**config.mk**
```make
export PLATFORM = sky130hd
export DESIGN_NAME = lane_sprite_plotter
export DESIGN_NICKNAME = d
export VERILOG_FILES = /design/src/rtl/lane_sprite_plotter.sv
export SDC_FILE = /design/constraint.sdc
export NUM_CORES = 1
export LEC_CHECK = 0
export ABC_AREA = 1
export CORE_MARGIN = 1.5
export CORE_UTILIZATION = 41
export DETAILED_ROUTE_END_ITERATION = 10
export PLACE_DENSITY = 0.85
export SLEW_MARGIN = 20
export SYNTH_ARGS = -nofsm -noshare
export SYNTH_HDL_FRONTEND = slang
export SYNTH_SLANG_ARGS = --single-unit
```
**constraint.sdc**
```tcl
create_clock -name Clock -period 2.25 [get_ports Clock]
set_input_delay 0.5625 -clock Clock [delete_from_list [all_inputs] [get_ports Clock]]
set_output_delay 0.5625 -clock Clock [all_outputs]
set_load 0.03 [all_outputs]
```
**src/rtl/lane_sprite_plotter.sv**
```systemverilog
// lane_sprite_plotter
//
// Keeps the car sprite in one of LANES horizontal lanes. When a speed tick
// is consumed with a valid latched left/right request, it erases the old
// footprint by replotting background ROM pixels. It then draws the sprite
// ROM at the new lane. After reset release it draws the sprite once at
// START_LANE.
//
// State table
//   state   | meaning
//   INIT    | draw pass at START_LANE after reset release
//   IDLE    | waiting for a tick; latched requests are resolved here
//   ERASE   | background replot of the old lane footprint
//   DRAW    | sprite plot at the new lane (lane already updated)
//   FLUSH   | last pixel leaves the output stage, done pulses
//
// Ports
//   Clock, Resetn        system clock, async active-low reset
//   tick, left, right    movement enable and one-cycle direction pulses
//   spr_addr / spr_data  sprite ROM address {cy,cx}, data one cycle later
//   bg_x, bg_y / bg_data background ROM coordinate, data one cycle later
//   vga_x, vga_y, vga_colour, plot   pixel write to vga_adapter
//   lane                 current lane index
//   busy                 pass in progress
//   done                 one-cycle pulse with the final pixel of a pass
module lane_sprite_plotter #(
  parameter int SPR_WB     = 3,
  parameter int SPR_HB     = 3,
  parameter int LANES      = 3,
  parameter int START_LANE = 1,
  parameter int LANE0_X    = 40,
  parameter int LANE_STEP  = 35,
  parameter int Y_POS      = 70,
  parameter int CB         = 3,
  parameter int TRANSP_EN  = 0,
  parameter int TRANSP_COL = 0
) (
  input  logic                         Clock,
  input  logic                         Resetn,
  input  logic                         tick,
  input  logic                         left,
  input  logic                         right,
  output logic [SPR_HB+SPR_WB-1:0]     spr_addr,
  input  logic [CB-1:0]                spr_data,
  output logic [7:0]                   bg_x,
  output logic [6:0]                   bg_y,
  input  logic [CB-1:0]                bg_data,
  output logic [7:0]                   vga_x,
  output logic [6:0]                   vga_y,
  output logic [CB-1:0]                vga_colour,
  output logic                         plot,
  output logic [$clog2(LANES)-1:0]     lane,
  output logic                         busy,
  output logic                         done
);

  localparam int LW = $clog2(LANES);
  localparam int AW = SPR_HB + SPR_WB;
  localparam logic [AW-1:0] CNT_LAST = '1;

  typedef enum logic [2:0] {
    S_INIT  = 3'd0,
    S_IDLE  = 3'd1,
    S_ERASE = 3'd2,
    S_DRAW  = 3'd3,
    S_FLUSH = 3'd4
  } state_t;

  state_t          state_q, state_d;
  logic [AW-1:0]   cnt_q, cnt_d;
  logic [LW-1:0]   lane_q, lane_d;
  logic [LW-1:0]   new_lane_q, new_lane_d;
  logic            pend_l_q, pend_l_d;
  logic            pend_r_q, pend_r_d;
  logic            run_q, run_d;
  logic            valid_q, valid_d;
  logic            draw_q, draw_d;
  logic [7:0]      vga_x_q, vga_x_d;
  logic [6:0]      vga_y_q, vga_y_d;

  logic            active;
  logic            consume;
  logic            want_l, want_r;
  logic            at_lo, at_hi;
  logic            transparent;
  logic [SPR_WB-1:0] cx;
  logic [SPR_HB-1:0] cy;
  logic [7:0]      base_x;
  logic [7:0]      pix_x;
  logic [6:0]      pix_y;

  // run_q holds the address outputs at zero while reset is asserted, even
  // though the state register already sits in INIT with a zero counter.
  assign active = run_q && ((state_q == S_INIT) || (state_q == S_ERASE) ||
                            (state_q == S_DRAW));

  assign cx = cnt_q[SPR_WB-1:0];
  assign cy = cnt_q[AW-1:SPR_WB];

  // lane_q is the old lane during ERASE and the new lane during DRAW, so it
  // selects the footprint directly.
  always_comb begin
    base_x = 8'(LANE0_X + 32'(lane_q) * LANE_STEP);
    pix_x  = base_x + 8'(cx);
    pix_y  = 7'(Y_POS) + 7'(cy);
  end

  assign spr_addr = active ? cnt_q : '0;
  assign bg_x     = active ? pix_x : 8'd0;
  assign bg_y     = active ? pix_y : 7'd0;

  // Opposite requests cancel, whether they arrived together or separately.
  assign want_l = pend_l_q && !pend_r_q;
  assign want_r = pend_r_q && !pend_l_q;
  assign at_lo  = (lane_q == '0);
  assign at_hi  = (lane_q == LW'(LANES - 1));

  always_comb begin
    state_d    = state_q;
    cnt_d      = cnt_q;
    lane_d     = lane_q;
    new_lane_d = new_lane_q;
    pend_l_d   = pend_l_q;
    pend_r_d   = pend_r_q;
    run_d      = 1'b1;
    consume    = 1'b0;

    case (state_q)
      S_INIT: begin
        if (run_q) begin
          cnt_d = cnt_q + AW'(1);
          if (cnt_q == CNT_LAST) state_d = S_FLUSH;
        end
      end
      S_IDLE: begin
        if (tick) begin
          consume = 1'b1;
          if (want_l && !at_lo) begin
            new_lane_d = lane_q - LW'(1);
            cnt_d      = '0;
            state_d    = S_ERASE;
          end else if (want_r && !at_hi) begin
            new_lane_d = lane_q + LW'(1);
            cnt_d      = '0;
            state_d    = S_ERASE;
          end
        end
      end
      S_ERASE: begin
        cnt_d = cnt_q + AW'(1);
        if (cnt_q == CNT_LAST) begin
          state_d = S_DRAW;
          lane_d  = new_lane_q;
        end
      end
      S_DRAW: begin
        cnt_d = cnt_q + AW'(1);
        if (cnt_q == CNT_LAST) state_d = S_FLUSH;
      end
      S_FLUSH: begin
        state_d = S_IDLE;
      end
      default: begin
        state_d = S_IDLE;
      end
    endcase

    // A pulse in the same cycle as a consumed tick survives for the next one.
    if (consume) begin
      pend_l_d = 1'b0;
      pend_r_d = 1'b0;
    end
    if (left && !right) pend_l_d = 1'b1;
    if (right && !left) pend_r_d = 1'b1;
  end

  always_comb begin
    valid_d = active;
    draw_d  = (state_q == S_INIT) || (state_q == S_DRAW);
    vga_x_d = bg_x;
    vga_y_d = bg_y;
  end

  always_ff @(posedge Clock or negedge Resetn) begin
    if (!Resetn) begin
      state_q    <= S_INIT;
      cnt_q      <= '0;
      lane_q     <= LW'(START_LANE);
      new_lane_q <= LW'(START_LANE);
      pend_l_q   <= 1'b0;
      pend_r_q   <= 1'b0;
      run_q      <= 1'b0;
      valid_q    <= 1'b0;
      draw_q     <= 1'b0;
      vga_x_q    <= 8'd0;
      vga_y_q    <= 7'd0;
    end else begin
      state_q    <= state_d;
      cnt_q      <= cnt_d;
      lane_q     <= lane_d;
      new_lane_q <= new_lane_d;
      pend_l_q   <= pend_l_d;
      pend_r_q   <= pend_r_d;
      run_q      <= run_d;
      valid_q    <= valid_d;
      draw_q     <= draw_d;
      vga_x_q    <= vga_x_d;
      vga_y_q    <= vga_y_d;
    end
  end

  // ROM data arrives in the cycle the output stage holds its coordinate.
  assign transparent = (TRANSP_EN != 0) && draw_q && (spr_data == CB'(TRANSP_COL));

  assign plot       = valid_q && !transparent;
  assign vga_colour = !valid_q ? '0 : (draw_q ? spr_data : bg_data);
  assign vga_x      = vga_x_q;
  assign vga_y      = vga_y_q;
  assign lane       = lane_q;
  assign busy       = run_q && (state_q != S_IDLE);
  assign done       = (state_q == S_FLUSH);

endmodule
```
==> results of run 1 <==
-- cells in the mapped netlist --
master | count | area share
xor2_1 | 3 | 0.015
inv_2 | 3 | 0.0066
conb_1 | 2 | 0.0044
buf_2 | 1 | 0.0029
o21ai_1 | 1 | 0.0029
buf_6 | 1 | 0.0066
nand3_2 | 2 | 0.012
nor2_8 | 1 | 0.012
nand4_1 | 5 | 0.018
dfrtp_1 | 28 | 0.41
nor2_1 | 24 | 0.053
o21ai_0 | 6 | 0.018
buf_4 | 7 | 0.031
nand2_4 | 2 | 0.013
xnor2_1 | 1 | 0.0051
ha_1 | 9 | 0.066
nor2_2 | 12 | 0.044
nand3_1 | 6 | 0.018
nand3b_1 | 2 | 0.0088
o22ai_1 | 1 | 0.0037
dfstp_2 | 2 | 0.031
nand2_2 | 2 | 0.0073
nor2_4 | 3 | 0.020
a21oi_1 | 3 | 0.0088
fa_1 | 3 | 0.035
nand2_1 | 42 | 0.092
inv_1 | 25 | 0.055
-- worst max-delay path, delay by kind of cell (launching register included) --
kind	cells	cell delay, ps
flops	1	550
buf+inv	2	170
simple gates	1	90
fa+ha+maj	3	1150
-- path summary, 6_finish.rpt --
| kind | slack [ps] | depth (start not counted) | to |
|---|---|---|---|
| max in group asynchronous | 1260 | 2 | lane[0] |
| hold / removal | 490 | 2 | new_lane_q[0] |
| min in group asynchronous | 670 | 2 | vga_x[6] |
| hold reg to reg | 490 | 2 | new_lane_q[0] |
| setup reg to reg | 180 | 7 | vga_x[2] |
| setup / recovery | -550 | 6 | bg_x[2] |
-- power by group through the flow --
stage | logic, uW | registers [uW] | clock network (uW)
finish | 827 | 676 | 509
global placement | 763 | 680 | 0
CTS | 800 | 676 | 525
floorplan | 435 | 755 | 0
global route | 906 | 684 | 548
detailed placement | 786 | 684 | 0
-- cells by family (layout without fill, tap and decap cells) --
kind of cell    Yosys count  count (layout)  synth area share
xor+xnor                  4               4            0.0205
other cells               2               5           0.00440
buf+inv                  37              99             0.102
compound gates           11              11            0.0330
fa+ha+maj                12              12             0.101
flops                    30              30             0.441
simple gates            101             101             0.298
-- cell type report --
cell class | count | share of cell area
Clock buffer | 8 | 0.0448
Inverter | 28 | 0.0427
Multi-Input combinational cell | 133 | 0.343
Sequential cell | 30 | 0.306
Tap cell | 50 | 0.0254
Timing Repair Buffer | 63 | 0.238
-- registers in the layout, summed over array words and instances (netlist names) --
register	cells
vga_x	8
cnt_q	6
vga_y	5
state_q	3
lane	2
new_lane_q	2
draw_q	1
pend_l_q	1
pend_r_q	1
run_q	1
-- per-stage QoR --
| step | util | hold slack (ps) | total power [uW] | instance area (um2) |
|---|---|---|---|---|
| 4_1_cts | 0.600 | 485 | 2000 | 2400 |
| 2_1_floorplan | - | 267 | 1190 | 1750 |
| 6_report | 0.615 | 493 | 2010 | 2460 |
| 3_3_place_gp | 0.565 | 467 | 1440 | 2260 |
| 3_5_place_dp | 0.565 | 478 | 1470 | 2260 |
| 5_1_grt | 0.615 | 532 | 2140 | 2460 |
-- layer usage --
metal,GRT usage,part of all wire
met4,0.0714,0.015
met2,0.328,0.54
met1,0.197,0.40
met3,0.0550,0.050
met5,0,0
-- what timing repair did --
action                     4_1_cts  5_1_grt
setup endpoints to repair        8       20
pin swaps                        0        5
buffers inserted                 1        3
resized for setup               10       13
cloned                           0        0
==> reports/metrics.cfg, run 1 <==
[critical_path]
r2r_start=lane[0]
cp_slowest_cell=dfstp_2
cp-startpoint=lane[0]
crit_path_end_kind=output port
worstPathCellList=fa_2, ha_4, fa_2, inv_2, nor2_4, buf_6
crit_path_start_kind=flop
max_stage_delay_ps=550
crit_top_cell=fa_2
worstPathMaxFanout=2
cp.required_ps=1690
critPathArrivalTime_ps=2230
crit_type=reg2out

[place]
portBuffers=50
hpwl_um=2940
dpl_worst_slack_ps=-287
place.gp.congestion=0.862
place_inst=300

[finish]
final_common_cell=nand2_1
n_fill_cell=333
multiInputGateArea_um2=845
layout_common_cells=nand2_1, dfrtp_1, clkdlybuf4s50_1, buf_4, nor2_1
register_area_um2=753
syn_to_final_growth_pct=44.1
instances_no_fill=312
drive_gt1_frac=0.298
antenna_cells=0
fin_nets=284

[cts]
cts_root_buffer=clkbuf_8
clock-sinks=30
cts_tree=yes
clk_pin_slew_ps=60
clk_latency_ps=280
holdBufCountCts=0
cts_buffer_depth=2
cts_made_buffers=5
h-tree-depth=2

[pwr]
leakagePower_uw=0.00127
comb_power_share=0.411
swShare=0.372
switchingPower_uw=748
vdd_drop_max_uv=470
clkPwrFrac=0.253
powerDensity_nw_per_um2=818
p_int_uw=1260
p_seq_frac=0.336

[floorplan]
ios=55
die_area_um2=4560
coreArea_um2=4000
rows=23
die_x_um=67.5
initial_utilization=0.427
fp.dieH_um=67.5

[logic_synthesis]
syn-instance-count=197
synth_warnings=0
ys_seq_area_frac=0.441
ys_ff_latch=30
syn_area_um2=1710
synth_cell_types=27
postSynthAreaPerCell_um2=8.66

[detailed_routing]
avgRoutedWirePerCell_um=12.3
drcViolationCount=0
drt.antenna.violating_nets=0
viasPerCell=4.70
drtIter0Drc=93
wirelength_um=3830
dr.pass1.iters=4
num_vias=1467

[timing]
totalNegativeSetupSlack_ps=-1610
slew_viol_final=0
timing.fmax_ghz=0.358
hold_viol=0
layout_setup_ws_ps=-547
finalSetupViolCount=5
skew_ps=2.49
fin_crit_ps=2800
finalCritPeriodShare=1.24
rsz0062_at_grt=true

[job]
cap_viol_max_count=0

[grt]
antenna_found_initial=0
grt_max_degree=31
grt_pass1_wl_um=6150
overflow=0
grt_pass1_vias=1436
grt.total_usage=0.182

[status]
violations=setup timing
status=finished with violations

[worst_hold_path]
hold_class=reg2reg
min_from=new_lane_q[0]

(Power assumes the default switching activity.)
==> run 2, diff against run 1 <==
--- a/config.mk
+++ b/config.mk
@@ -10,7 +10,6 @@
 export CORE_UTILIZATION = 41
 export DETAILED_ROUTE_END_ITERATION = 10
 export PLACE_DENSITY = 0.85
-export SLEW_MARGIN = 20
 export SYNTH_ARGS = -nofsm -noshare
 export SYNTH_HDL_FRONTEND = slang
 export SYNTH_SLANG_ARGS = --single-unit
==> results of run 2 <==
No change in the layout: final DEF, timing and power equal those of run 1.
==> run 3, diff against run 2 <==
--- a/config.mk
+++ b/config.mk
@@ -6,10 +6,12 @@
 export NUM_CORES = 1
 export LEC_CHECK = 0
 export ABC_AREA = 1
+export CELL_PAD_IN_SITES_DETAIL_PLACEMENT = 1
+export CELL_PAD_IN_SITES_GLOBAL_PLACEMENT = 2
 export CORE_MARGIN = 1.5
-export CORE_UTILIZATION = 41
+export CORE_UTILIZATION = 26
 export DETAILED_ROUTE_END_ITERATION = 10
-export PLACE_DENSITY = 0.85
+export PLACE_DENSITY = 0.89
 export SYNTH_ARGS = -nofsm -noshare
 export SYNTH_HDL_FRONTEND = slang
 export SYNTH_SLANG_ARGS = --single-unit
==> constraint.sdc (replaced) <==
create_clock -name Clock -period 3.01 [get_ports Clock]
set_input_delay 0.7525 -clock Clock [delete_from_list [all_inputs] [get_ports Clock]]
set_output_delay 0.7525 -clock Clock [all_outputs]
set_load 0.03 [all_outputs]
==> run 3 against run 2 <==
  * The flow now finishes without violations
  * Clock skew is 2.6 ps higher
  * Flip-flop and latch count did not move
  * Highest routed layer unchanged
  * Non-clock buffer count fell by 8
  * Worst hold slack lost 16 ps
  * Die area grew 55%
  * Critical path type unchanged
  * Via count down 2.2%
==> reports/metrics.cfg, run 3 (synthesized netlist as in run 1, its figures left out) <==
[pwr]
p_total_uw=1440  ; -29%
leakagePower_uw=0.00118  ; -7.5%
powerDensity_nw_per_um2=601  ; -26%
vdd_drop_max_uv=357  ; -24%

[cts]
cts_made_buffers=5  ; unchanged
cts_buffer_depth=2  ; unchanged
cts_root_buffer=clkbuf_8
holdBufCountCts=0  ; unchanged
h-tree-depth=2  ; unchanged
clock-sinks=30  ; unchanged
clk_latency_ps=290  ; about the same
clk_pin_slew_ps=70  ; about the same
cts_tree=yes

[place]
hpwl_um=3230  ; +10%
place_inst=322  ; +7.3%
place.gp.congestion=0.766  ; -11%
portBuffers=50  ; unchanged

[critical_path]
cp.required_ps=2260  ; +570 ps
r2r_start=lane[0]
worstPathMaxFanout=2  ; unchanged
crit_path_start_kind=flop
critPathArrivalTime_ps=2250  ; +20 ps
crit_type=reg2out
regToRegSetupSlack_ps=1110  ; +930 ps
crit_path_end_kind=output port
r2r_cells=5  ; -2
r2r-end=vga_x[3]

[detailed_routing]
drcViolationCount=0  ; unchanged
wirelength_um=4250  ; +11%
avgRoutedWirePerCell_um=12.8  ; +4.7%
drt.antenna.violating_nets=0  ; unchanged
viasPerCell=4.33  ; -7.9%
drtIter0Drc=34  ; -63%
dr.pass1.iters=4  ; unchanged
num_vias=1434  ; -2.2%

[grt]
antenna_found_initial=0  ; unchanged
grt_use_met1=0.144  ; -0.0526
busiest_layer=met2
grt_pass1_wl_um=7180  ; +17%
grt_pass1_vias=1465  ; +2.0%
grt_use_met3=0.0406  ; -0.0144
grt_max_degree=31  ; unchanged
overflow=0  ; unchanged
grt_use_met2=0.233  ; -0.0950
grt.total_usage=0.131  ; -0.0504

[finish]
final_common_cell=clkdlybuf4s50_1
largest_reg_flops=8  ; unchanged
n_fill_cell=767  ; +130%
syn_to_final_growth_pct=40.0
fin_nets=276  ; -2.8%
layout_common_cells=clkdlybuf4s50_1, nand2_1, dfrtp_1, inv_1, nor2_1
drive_gt1_frac=0.181  ; -0.117
antenna_cells=0  ; unchanged
register_area_um2=753  ; unchanged
multiInputGateArea_um2=805  ; -4.7%
instances_no_fill=331  ; +6.1%

[floorplan]
fp.dieH_um=84.0  ; +24%
coreArea_um2=6350  ; +59%
die_x_um=84.0  ; +24%
ios=55  ; unchanged
initial_utilization=0.269  ; -0.158
rows=29  ; +26%
die_area_um2=7060  ; +55%

[timing]
finalSetupViolCount=0  ; -5
fin_crit_ps=3010
rsz0062_at_grt=true
finalCritPeriodShare=0.999
slew_viol_final=0  ; unchanged
hold_viol=0  ; unchanged
skew_ps=5.13  ; +2.64 ps
holdWs_ps=478  ; -15.7 ps
timing.fmax_ghz=0.333

[status]
status=finished, final reports clean

[worst_hold_path]
hold_end=new_lane_q[0]
hold_class=reg2reg
whs_path_depth=2  ; unchanged
min_from=new_lane_q[0]

[job]
cap_viol_max_count=0  ; unchanged

==> run 3: worst max path at each step <==
stage | startpoint | end | slack [ps] | cells past startpoint
2_1_floorplan | lane[0] | bg_x[3] | 50 | 5
5_1_grt | lane[1] | bg_x[4] | -90 | 7
6_report | lane[0] | bg_x[3] | 3 | 6
4_1_cts | lane[0] | bg_x[3] | -30 | 6
3_5_place_dp | bg_data[1] | vga_colour[1] | 200 | 4
3_3_place_gp | bg_data[1] | vga_colour[1] | 230 | 4
==> run 3: per-stage QoR <==
step	setup WS (ps)	util	TNS, ps	area [um2]
CTS	-31.5	0.374	-40.5	2380
global route	-85.7	0.376	-204	2390
detailed placement	198	0.357	0	2270
finish	3.41	0.376	0	2390
global placement	228	0.357	0	2270
floorplan	52.4	-	0	1720
==> run 3: layout make-up <==
| type | count | share of cell area |
|---|---|---|
| clock buffer | 7 | 0.0361 |
| clock inverter | 1 | 0.00209 |
| inverter | 28 | 0.0440 |
| multi-input combinational | 133 | 0.337 |
| sequential | 30 | 0.315 |
| tap | 77 | 0.0403 |
| timing repair buffer | 55 | 0.226 |
==> run 3: where the power goes <==
group          total, uW  internal [uW]  switching (uW)
logic                568            229             338
clock network        348            184             164
registers            521            461            60.2
==> run 3: metal layers <==
metal / part of all wire / vias to the layer above
met5: 0 / -
li1: - / 708
met2: 0.51 / 34
met3: 0.038 / 7
met1: 0.43 / 685
met4: 0.019 / 0
==> run 3: worst max-delay path, stage by stage (launching register included) <==
cell and delay [ps]:
dfstp_2 560, fa_1 400, ha_2 210, fa_2 340, xor2_1 170, nor2_2 150, buf_6 150
==> run 3: repair_timing <==
action | 4_1_cts | 5_1_grt
resized for setup | 4 | 5
setup endpoints to repair | 4 | 4
buffers inserted | 1 | 0
pin swaps | 2 | 3
hold endpoints to repair | 0 | 0
